## src/rtl/sr_drive_encoder.sv

```systemverilog
// -----------------------------------------------------------------------------
// sr_drive_encoder
//
// Accepts a target state vector and turns it into S/R pulse pairs for a bank of
// WIDTH SR flip-flops. An internal model of the flip-flop states is kept, so
// only bits that must change get a pulse. FORCE_ALL drives every bit instead,
// which resynchronises the physical flip-flops with the model. S and R are
// never both high on the same bit.
//
// Ports:
//   CLK        in   rising-edge clock
//   RST_N      in   asynchronous active-low reset
//   TGT_VALID  in   target command valid
//   TGT_READY  out  encoder can accept a command (high while IDLE)
//   TGT        in   requested flip-flop states [WIDTH]
//   FORCE_ALL  in   sampled with TGT; pulse every bit regardless of the model
//   S          out  set pulses [WIDTH]
//   R          out  reset pulses [WIDTH]
//   Q_MODEL    out  tracked flip-flop state [WIDTH]
//   BUSY       out  command in progress
//   DONE       out  one-cycle completion strobe
// -----------------------------------------------------------------------------
module sr_drive_encoder #(
    parameter int WIDTH     = 4,
    parameter int PULSE_CYC = 2,
    parameter int GAP_CYC   = 1
) (
    input  logic             CLK,
    input  logic             RST_N,
    input  logic             TGT_VALID,
    output logic             TGT_READY,
    input  logic [WIDTH-1:0] TGT,
    input  logic             FORCE_ALL,
    output logic [WIDTH-1:0] S,
    output logic [WIDTH-1:0] R,
    output logic [WIDTH-1:0] Q_MODEL,
    output logic             BUSY,
    output logic             DONE
);

    localparam int MAX_CYC = (PULSE_CYC > GAP_CYC) ? PULSE_CYC : GAP_CYC;
    localparam int CNT_W   = $clog2(MAX_CYC) + 1;

    // The counter is loaded with (cycles - 1) on state entry and the state is
    // left when it reads zero, so a state lasts exactly the requested cycles.
    localparam logic [CNT_W-1:0] PULSE_LOAD = CNT_W'(PULSE_CYC - 1);
    localparam logic [CNT_W-1:0] GAP_LOAD   = CNT_W'(GAP_CYC - 1);

    typedef enum logic [1:0] {
        ST_IDLE,
        ST_PULSE,
        ST_GAP
    } state_t;

    state_t             state, state_nxt;
    logic [CNT_W-1:0]   cnt, cnt_nxt;
    logic [WIDTH-1:0]   tgt_q, tgt_nxt;
    logic [WIDTH-1:0]   s_nxt, r_nxt, q_nxt;
    logic               busy_nxt, done_nxt;
    logic [WIDTH-1:0]   set_mask, clr_mask;

    assign TGT_READY = (state == ST_IDLE);

    // set_mask and clr_mask are disjoint by construction in both modes, which
    // is what keeps S & R == 0 on every bit.
    always_comb begin
        if (FORCE_ALL) begin
            set_mask = TGT;
            clr_mask = ~TGT;
        end else begin
            set_mask = TGT & ~Q_MODEL;
            clr_mask = ~TGT & Q_MODEL;
        end
    end

    // NOTE: every signal gets a default before the case statement so no path
    // leaves one unassigned; combinational logic uses blocking assignments.
    always_comb begin
        state_nxt = state;
        cnt_nxt   = cnt;
        tgt_nxt   = tgt_q;
        s_nxt     = S;
        r_nxt     = R;
        q_nxt     = Q_MODEL;
        busy_nxt  = BUSY;
        done_nxt  = 1'b0;

        case (state)
            ST_IDLE: begin
                if (TGT_VALID) begin
                    tgt_nxt = TGT;
                    if ((set_mask | clr_mask) != '0) begin
                        state_nxt = ST_PULSE;
                        s_nxt     = set_mask;
                        r_nxt     = clr_mask;
                        busy_nxt  = 1'b1;
                        cnt_nxt   = PULSE_LOAD;
                    end else begin
                        // Model already matches: complete without pulsing.
                        done_nxt = 1'b1;
                    end
                end
            end

            ST_PULSE: begin
                if (cnt == '0) begin
                    state_nxt = ST_GAP;
                    s_nxt     = '0;
                    r_nxt     = '0;
                    q_nxt     = tgt_q;
                    cnt_nxt   = GAP_LOAD;
                end else begin
                    cnt_nxt = cnt - CNT_W'(1);
                end
            end

            ST_GAP: begin
                if (cnt == '0) begin
                    state_nxt = ST_IDLE;
                    done_nxt  = 1'b1;
                    busy_nxt  = 1'b0;
                    cnt_nxt   = '0;
                end else begin
                    cnt_nxt = cnt - CNT_W'(1);
                end
            end

            default: begin
                state_nxt = ST_IDLE;
                s_nxt     = '0;
                r_nxt     = '0;
                busy_nxt  = 1'b0;
                cnt_nxt   = '0;
            end
        endcase
    end

    // NOTE: state registers use non-blocking assignments so every flop samples
    // the pre-edge values; the async reset drops S/R immediately.
    always_ff @(posedge CLK or negedge RST_N) begin
        if (!RST_N) begin
            state   <= ST_IDLE;
            cnt     <= '0;
            tgt_q   <= '0;
            S       <= '0;
            R       <= '0;
            Q_MODEL <= '0;
            BUSY    <= 1'b0;
            DONE    <= 1'b0;
        end else begin
            state   <= state_nxt;
            cnt     <= cnt_nxt;
            tgt_q   <= tgt_nxt;
            S       <= s_nxt;
            R       <= r_nxt;
            Q_MODEL <= q_nxt;
            BUSY    <= busy_nxt;
            DONE    <= done_nxt;
        end
    end

endmodule

```

## config.mk

```make
export PLATFORM = sky130hd
export DESIGN_NAME = sr_drive_encoder
export DESIGN_NICKNAME = d
export VERILOG_FILES = /design/src/rtl/sr_drive_encoder.sv
export SDC_FILE = /design/constraint.sdc
export NUM_CORES = 1
export LEC_CHECK = 0
export ABC_AREA = 1
export BUFFER_PORTS_ARGS = -buffer_cell sky130_fd_sc_hd__buf_2
export CORE_MARGIN = 2
export CORE_UTILIZATION = 45
export DETAILED_ROUTE_END_ITERATION = 6
export PLACE_DENSITY = 0.7
export SLEW_MARGIN = 40
export SYNTH_ARGS = -nofsm -noshare
export SYNTH_HDL_FRONTEND = slang
export SYNTH_SLANG_ARGS = --single-unit
export TNS_END_PERCENT = 1
```

## constraint.sdc

```tcl
create_clock -name CLK -period 3.91 [get_ports CLK]
set_input_delay 0.391 -clock CLK [delete_from_list [all_inputs] [get_ports CLK]]
set_output_delay 0.391 -clock CLK [all_outputs]
set_load 0.01 [all_outputs]
```

==> results_dict.tcl, run 1 <==
set metrics [dict create \
    status "completed" \
    clk_pin_slew_ns 0.12 \
    cts_setup_buffers 0 \
    cp.depth 3 \
    relSlewSlack_pct 67.4 \
    global_route.usage.total_pct 17.9 \
    cts_resized 0 \
    maxCapViolations 0 \
    hold_path.class "in -> async" \
    clock_latency_ns 0.31 \
    synth_simple_gate_area_share_pct 35.4 \
    tightest_slew_ns 0.489 \
    synth.area.mux_share_pct 0 \
    ir_drop_mv 0.347 \
    synth_common_cells "nand2_1 (55), dfrtp_1 (22), inv_1 (9), nand4_1 (9), nor2_1 (9)" \
    cpPeakStageDelay_ns 0.43 \
    multi_input_area_sq_um 543 \
    rsz0062_at_grt "false" \
    synthToLayoutAreaGrowth_pct 15.2 \
    synthDistinctLibCells 21 \
    cts_hold_buf 0 \
    clock_power_share_pct 13.5 \
    dr.pass1.iters 4 \
    cts_max_level 1 \
    avgSynthCellArea_sq_um 8.11 \
    worstPathCellList "inv_1, ha_1, buf_2" \
    max_freq_mhz 554 \
    synth_cells 142 \
    crit_fanout 7 \
    p_comb_share_pct 46.7 \
    synth_compound_area_share_pct 7.39 \
    nNetsFinal 179 \
    gr-total-overflow 0 \
    synth_flop_cell "dfrtp_1" \
    dr_total_vias 947 \
    wirelength_mm 2.29 \
    cp-start-kind "flip-flop" \
    worstPathRequired_ns 3.52 \
    cts-buffers-inserted 3 \
    n_fill_cell 239 \
    antenna_cells 0 \
    pwr-share-seq_pct 39.8 \
    drt_iter0_markers 16 \
    grt_antenna_before_repair 0 \
    synth_most_common_cell "nand2_1" \
    min_period_ns 1.80 \
    crit_path_end_kind "output pin" \
    synth_top_family_by_area "simple AND/OR/NAND/NOR gates" \
    critical-path-slowest-cell "dfrtp_1" \
    path_buf_inv 2 \
    synth_fa_ha_area_share_pct 4.35 \
    cellPowerDensity_nw_per_um2 702 \
    synth-edff-count 0 \
    dpl_cell_area_sq_um 1290 \
    netSwitchingFraction_pct 43.3 \
    power_leakage_nw 0.737 \
    synth_xor_xnor_area_share_pct 0 \
    skew_ns 0.00418 \
    postLayoutCoreUtil_pct 54.0 \
    wl_per_cell_um 11.7 \
    power_switching_mw 0.403 \
    reg2regPathDepth 7 \
    die_w_um 54.6 \
    hpwlAfterDp_mm 1.80 \
    regArea_sq_um 551 \
    synth.area.top_cells "dfrtp_1 (48%), nand2_1 (18%), nand4_1 (4.9%), ha_1 (4.3%), nand3_4 (3.0%)" \
    cpLargestDelayFamily "flip-flops" \
    place_congestion 0.838 \
    syn_area_sq_um 1150 \
    synth_top_area_share_pct 47.8 \
    grt_max_degree 23 \
    portBuffers 22 \
    hold_viol 0 \
    drc 0 \
    worstPathArrival_ns 1.41 \
    fp.dieH_um 54.6 \
    yosysWarnings 0 \
    ys_seq_elements 22 \
    slew_violations 0 \
    final_cell_area_sq_um 1330 \
    intPower_mw 0.529 \
    post-route-period-util_pct 46.1 \
    rows 18 \
    clock_tree.buffer_depth 2 \
    cts_tree "built" \
    async_flop_share_pct 100 \
    clockRootBuffer "clkbuf_4" \
    worstSetupPathType "reg -> out" \
    fp.coreArea_sq_um 2450 \
    initial_utilization_pct 46.9 \
    drive_above_1_share_pct 23.5 \
    finalSetupViolations 0 \
    boundaryPins 23 \
    setup-tns-final_ns 0 \
    synthesis.nets 154 \
    clock-sinks 22 \
    vias_per_cell 4.83 \
    seq_area_frac_synth_pct 47.8 \
    grt_pass1_wl_mm 3.86 \
    final_antenna_net_count 0 \
    grt_pass1_vias 897 \
    die-area_sq_um 2980 \
    synth_top_area_cell "dfrtp_1" \
]
-- logic make-up (layout without fill, tap and decap cells) --
family	Yosys count	count (layout)
and+or+nand+nor	86	86
DFF	22	22
AOI/OAI and AO/OA	15	15
buffers and inverters	15	39
adders and majority gates	4	4
-- registers in the layout, indices dropped and copies added (netlist names) --
name / flops
Q_MODEL: 4
R: 4
S: 4
tgt_q: 4
cnt: 2
state: 2
BUSY: 1
DONE: 1
-- final cells by class --
class,instances,share of cell area [%]
Sequential cell,22,41.5
Clock buffer,4,2.74
Tap cell,30,2.83
Timing Repair Buffer,22,8.30
Multi-Input combinational cell,105,40.9
Inverter,13,3.68
-- stage by stage --
step           power (mW)  hold WS (ns)  worst slack, ns  cells
2_1_floorplan       0.686        0.0954             2.39    142
3_3_place_gp        0.799         0.372             2.26    192
3_5_place_dp        0.817         0.383             2.17    192
4_1_cts             0.943        0.0333             2.12    196
5_1_grt              1.02        0.0530             2.00    196
6_report            0.932        0.0246             2.11    196
-- final timing paths --
| kind | startpoint | end | slack, ns |
|---|---|---|---|
| max | state[0] | TGT_READY | 2.11 |
| min | RST_N | state[1] | 0.02 |
| max reg2reg | state[0] | R[1] | 2.14 |
| min reg2reg | S[1] | S[1] | 0.49 |
| max in group asynchronous | RST_N | R[2] | 3.56 |
| min in group CLK | TGT[1] | tgt_q[1] | 0.35 |
-- cell usage in the layout (no fill, tap or decap), drive strengths merged --
master and instances:
a21boi 1, a21oi 3, buf 22, clkbuf 4, dfrtp 22, ha 4
inv 13, nand2 57, nand3 8, nand4 9, nor2 11, o21ai 11
or2 1
-- power by group through the flow --
stage / logic (mW) / registers [mW] / clock network [mW]
2_1_floorplan: 0.292 / 0.394 / 0
3_5_place_dp: 0.441 / 0.376 / 0
5_1_grt: 0.501 / 0.386 / 0.135
6_report: 0.435 / 0.370 / 0.126
3_3_place_gp: 0.428 / 0.371 / 0
4_1_cts: 0.442 / 0.372 / 0.130
-- worst register-to-register path, stage by stage, from the launching register on --
cell and delay [ns]:
dfrtp_1 0.43, inv_1 0.11, ha_1 0.36, inv_2 0.15, or2_1 0.38, nand3_4 0.17, nand2_1 0.07, nand2_1 0.05
-- metal layers --
metal	share of wire [%]	vias up	global-route usage (%)	routed length [um]
met3	3.8	5	2.46	87
met1	49	416	24.1	1120
met2	46	22	28.7	1040
met4	1.7	0	7.50	40
li1	-	504	-	-
met5	0	-	0	0
No activity file was read; power rests on OpenSTA's default activity.
==> run 2: changes to the inputs <==
--- a/config.mk
+++ b/config.mk
@@ -5,12 +5,12 @@
 export SDC_FILE = /design/constraint.sdc
 export NUM_CORES = 1
 export LEC_CHECK = 0
-export ABC_AREA = 1
+export ABC_AREA = 0
 export BUFFER_PORTS_ARGS = -buffer_cell sky130_fd_sc_hd__buf_2
 export CORE_MARGIN = 2
 export CORE_UTILIZATION = 45
 export DETAILED_ROUTE_END_ITERATION = 6
-export PLACE_DENSITY = 0.7
+export PLACE_DENSITY = 0.73
 export SLEW_MARGIN = 40
 export SYNTH_ARGS = -nofsm -noshare
 export SYNTH_HDL_FRONTEND = slang
==> constraint.sdc (replaced) <==
create_clock -name CLK -period 1.5 [get_ports CLK]
set_input_delay 0.15 -clock CLK [delete_from_list [all_inputs] [get_ports CLK]]
set_output_delay 0.15 -clock CLK [all_outputs]
set_load 0.01 [all_outputs]
==> run 2 against run 1 <==
Total power increased to 3.8 times the previous value. Global-route usage up 3.3 points. Synthesized cell count decreased by 25%. Utilization rose by 12 points. Critical path type is now reg -> reg. Routed wire length up 21%. Sequential cell count stayed put. Final area rose by 20%. Clock power grew to 3.6 times the previous value. Clock skew fell by 0.0024 ns. Worst setup slack got worse by 2.2 ns. The run now ends with setup timing left.
==> results_dict.tcl, run 2 <==
set metrics [dict create \
    status "finished, violations left" \
    violations "setup timing" \
    hold_path.class "in -> reg" \
    ys_seq_elements 22 \
    cts-buffers-inserted 3 \
    synth_common_cells "dfrtp_1 (22), inv_1 (18), mux2_2 (8), o22ai_1 (6)" \
    synth_cells 106 \
    rr_endpoint "R[1]" \
    holdPathEnd "R[1]" \
    postLayoutCoreUtil_pct 66.3 \
    rows 18 \
    drive_above_1_share_pct 48.7 \
    dpl_cell_area_sq_um 1440 \
    n_fill_cell 182 \
    fin_ws_ns -0.0764 \
    synth_top_area_share_pct 49.3 \
    ir_drop_mv 1.45 \
    setup-tns-final_ns -0.534 \
    async_flop_share_pct 100 \
    synth_flop_cell "dfrtp_1" \
    grt_pass1_wl_mm 4.37 \
    portBuffers 22 \
    worstSetupPathType "reg -> reg" \
    wirelength_mm 2.78 \
    antenna_cells 0 \
    crit_fanout 6 \
    drt_iter0_markers 18 \
    initial_utilization_pct 46.3 \
    reg2regPathDepth 4 \
    clk_pin_slew_ns 0.13 \
    holdWs_ns 0.0843 \
    tightest_slew_ns 0.513 \
    synth-edff-count 0 \
    hold_viol 0 \
    cp-start-kind "flip-flop" \
    synthDistinctLibCells 34 \
    relSlewSlack_pct 65.8 \
    boundaryPins 23 \
    r2r_slack_ns -0.08 \
    synth_top_area_cell "dfrtp_1" \
    yosysWarnings 0 \
    global_route.usage.total_pct 21.2 \
    crit-reg2reg-launch "Q_MODEL[2]" \
    wl_per_cell_um 15.1 \
    grt_pass1_vias 956 \
    fp.dieH_um 53.8 \
    layout_common_cells "dfrtp_1 (22), buf_2 (22), buf_4 (21), inv_1 (16), mux2_2 (8)" \
    avgSynthCellArea_sq_um 10.5 \
    clockRootBuffer "clkbuf_4" \
    power_leakage_nw 0.764 \
    grt_antenna_before_repair 0 \
    finalSetupViolations 8 \
    min_period_ns 1.58 \
    worstPathArrival_ns 1.79 \
    die_w_um 53.8 \
    synth.area.top_cells "dfrtp_1 (49%), mux2_2 (8.1%), inv_1 (6.1%), ha_1 (4.5%), o22ai_1 (3.4%)" \
    cellPowerDensity_nw_per_um2 2240 \
    hold-path-cell-count 2 \
    dr_total_vias 970 \
    clock_tree.buffer_depth 2 \
    hpwlAfterDp_mm 1.94 \
    nNetsFinal 167 \
    max_freq_mhz 634 \
    synthToLayoutAreaGrowth_pct 43.0 \
    hp-start "TGT[1]" \
    final_cell_area_sq_um 1600 \
    worstPathRequired_ns 1.72 \
    seq_area_frac_synth_pct 49.3 \
    final_antenna_net_count 0 \
    dr.pass1.iters 4 \
    vias_per_cell 5.27 \
    multi_input_area_sq_um 588 \
    gr-total-overflow 0 \
    grt_max_degree 23 \
    maxCapViolations 0 \
    die-area_sq_um 2890 \
    syn_area_sq_um 1120 \
    drc 0 \
    post-route-period-util_pct 105 \
    skew_ns 0.00179 \
    cts_tree "built" \
    fp.coreArea_sq_um 2410 \
    rsz0062_at_grt "true" \
    synthesis.nets 118 \
    crit_path_end_kind "flip-flop" \
    cts_max_level 1 \
    regArea_sq_um 551 \
    synth_most_common_cell "dfrtp_1" \
    clock-sinks 22 \
    slew_violations 0 \
    place_congestion 0.868 \
    clock_latency_ns 0.30 \
]
## run 2: cell types whose count changed in the layout (fill, tap and decap cells not counted), moves of 3 or more
cell,change
nand2_1,-51
o21ai_1,-4
mux2_2,+8
inv_1,+7
buf_4,+21
o22ai_1,+4
xnor2_1,+3
ha_1,-3
nand4_1,-8
nand3_1,-4
nor2_1,-4
## run 2: what timing repair did
action / 4_1_cts / 5_1_grt
gates resized for setup: 7 / 8
endpoints found under the hold margin: 22 / 0
setup buffers: 1 / 0
hold buffers: 1 / 0
endpoints found under the setup margin: 9 / 13
pin swaps: 5 / 1
## run 2: worst max path at each step
stage | depth (start not counted) | endpoint | startpoint
floorplan | 6 | R[0] | state[1]
global placement | 4 | R[0] | state[0]
detailed placement | 4 | R[3] | state[0]
CTS | 4 | R[0] | state[0]
global route | 4 | R[0] | Q_MODEL[2]
finish | 4 | R[1] | Q_MODEL[2]
## run 2: routing by layer
| layer | GRT usage (%) | wire [um] | up-vias |
|---|---|---|---|
| met3 | 2.78 | 100 | 4 |
| met2 | 36.8 | 1400 | 28 |
| met1 | 27.4 | 1250 | 472 |
| met5 | 0 | 0 | - |
| met4 | 6.41 | 30 | 0 |
| li1 | - | - | 466 |
## run 2: critical path: stages, from the launching register on
cell and delay (ns):
dfrtp_1 0.44, xnor2_2 0.15, nor2b_4 0.13, a2111o_1 0.53, o32ai_1 0.25
## run 2: area by class of cell
cell class / instances / share of cell area (%)
clock buffers: 3 / 1.41
flip-flops and latches: 22 / 34.5
inverters: 18 / 4.23
repair buffers: 46 / 18.8
multi-input cells: 64 / 36.8
clock inverters: 1 / 1.88
well taps: 30 / 2.35
## run 2: power by group
| part | internal, mW | switching [mW] |
|---|---|---|
| Clock | 0.270 | 0.185 |
| Combinational | 1.08 | 1.01 |
| Sequential | 0.856 | 0.169 |
## run 2: cells by family (layout without fill, tap and decap cells)
kind of cell	count (synthesis)	in the layout	synth area share, %
compound gates	29	29	18.5
flops	22	22	49.3
buf+inv	20	68	6.84
simple gates	18	18	8.74
mux	9	9	8.97
fa+ha+maj	4	4	4.48
xor+xnor	4	4	3.14
## run 2: metrics by stage
| stage | total power, mW | worst slack (ns) | instances |
|---|---|---|---|
| floorplan | 2.06 | -0.166 | 106 |
| global placement | 2.80 | -0.0528 | 178 |
| detailed placement | 2.86 | -0.122 | 178 |
| CTS | 3.42 | -0.0683 | 184 |
| global route | 3.82 | -0.175 | 184 |
| finish | 3.57 | -0.0764 | 184 |
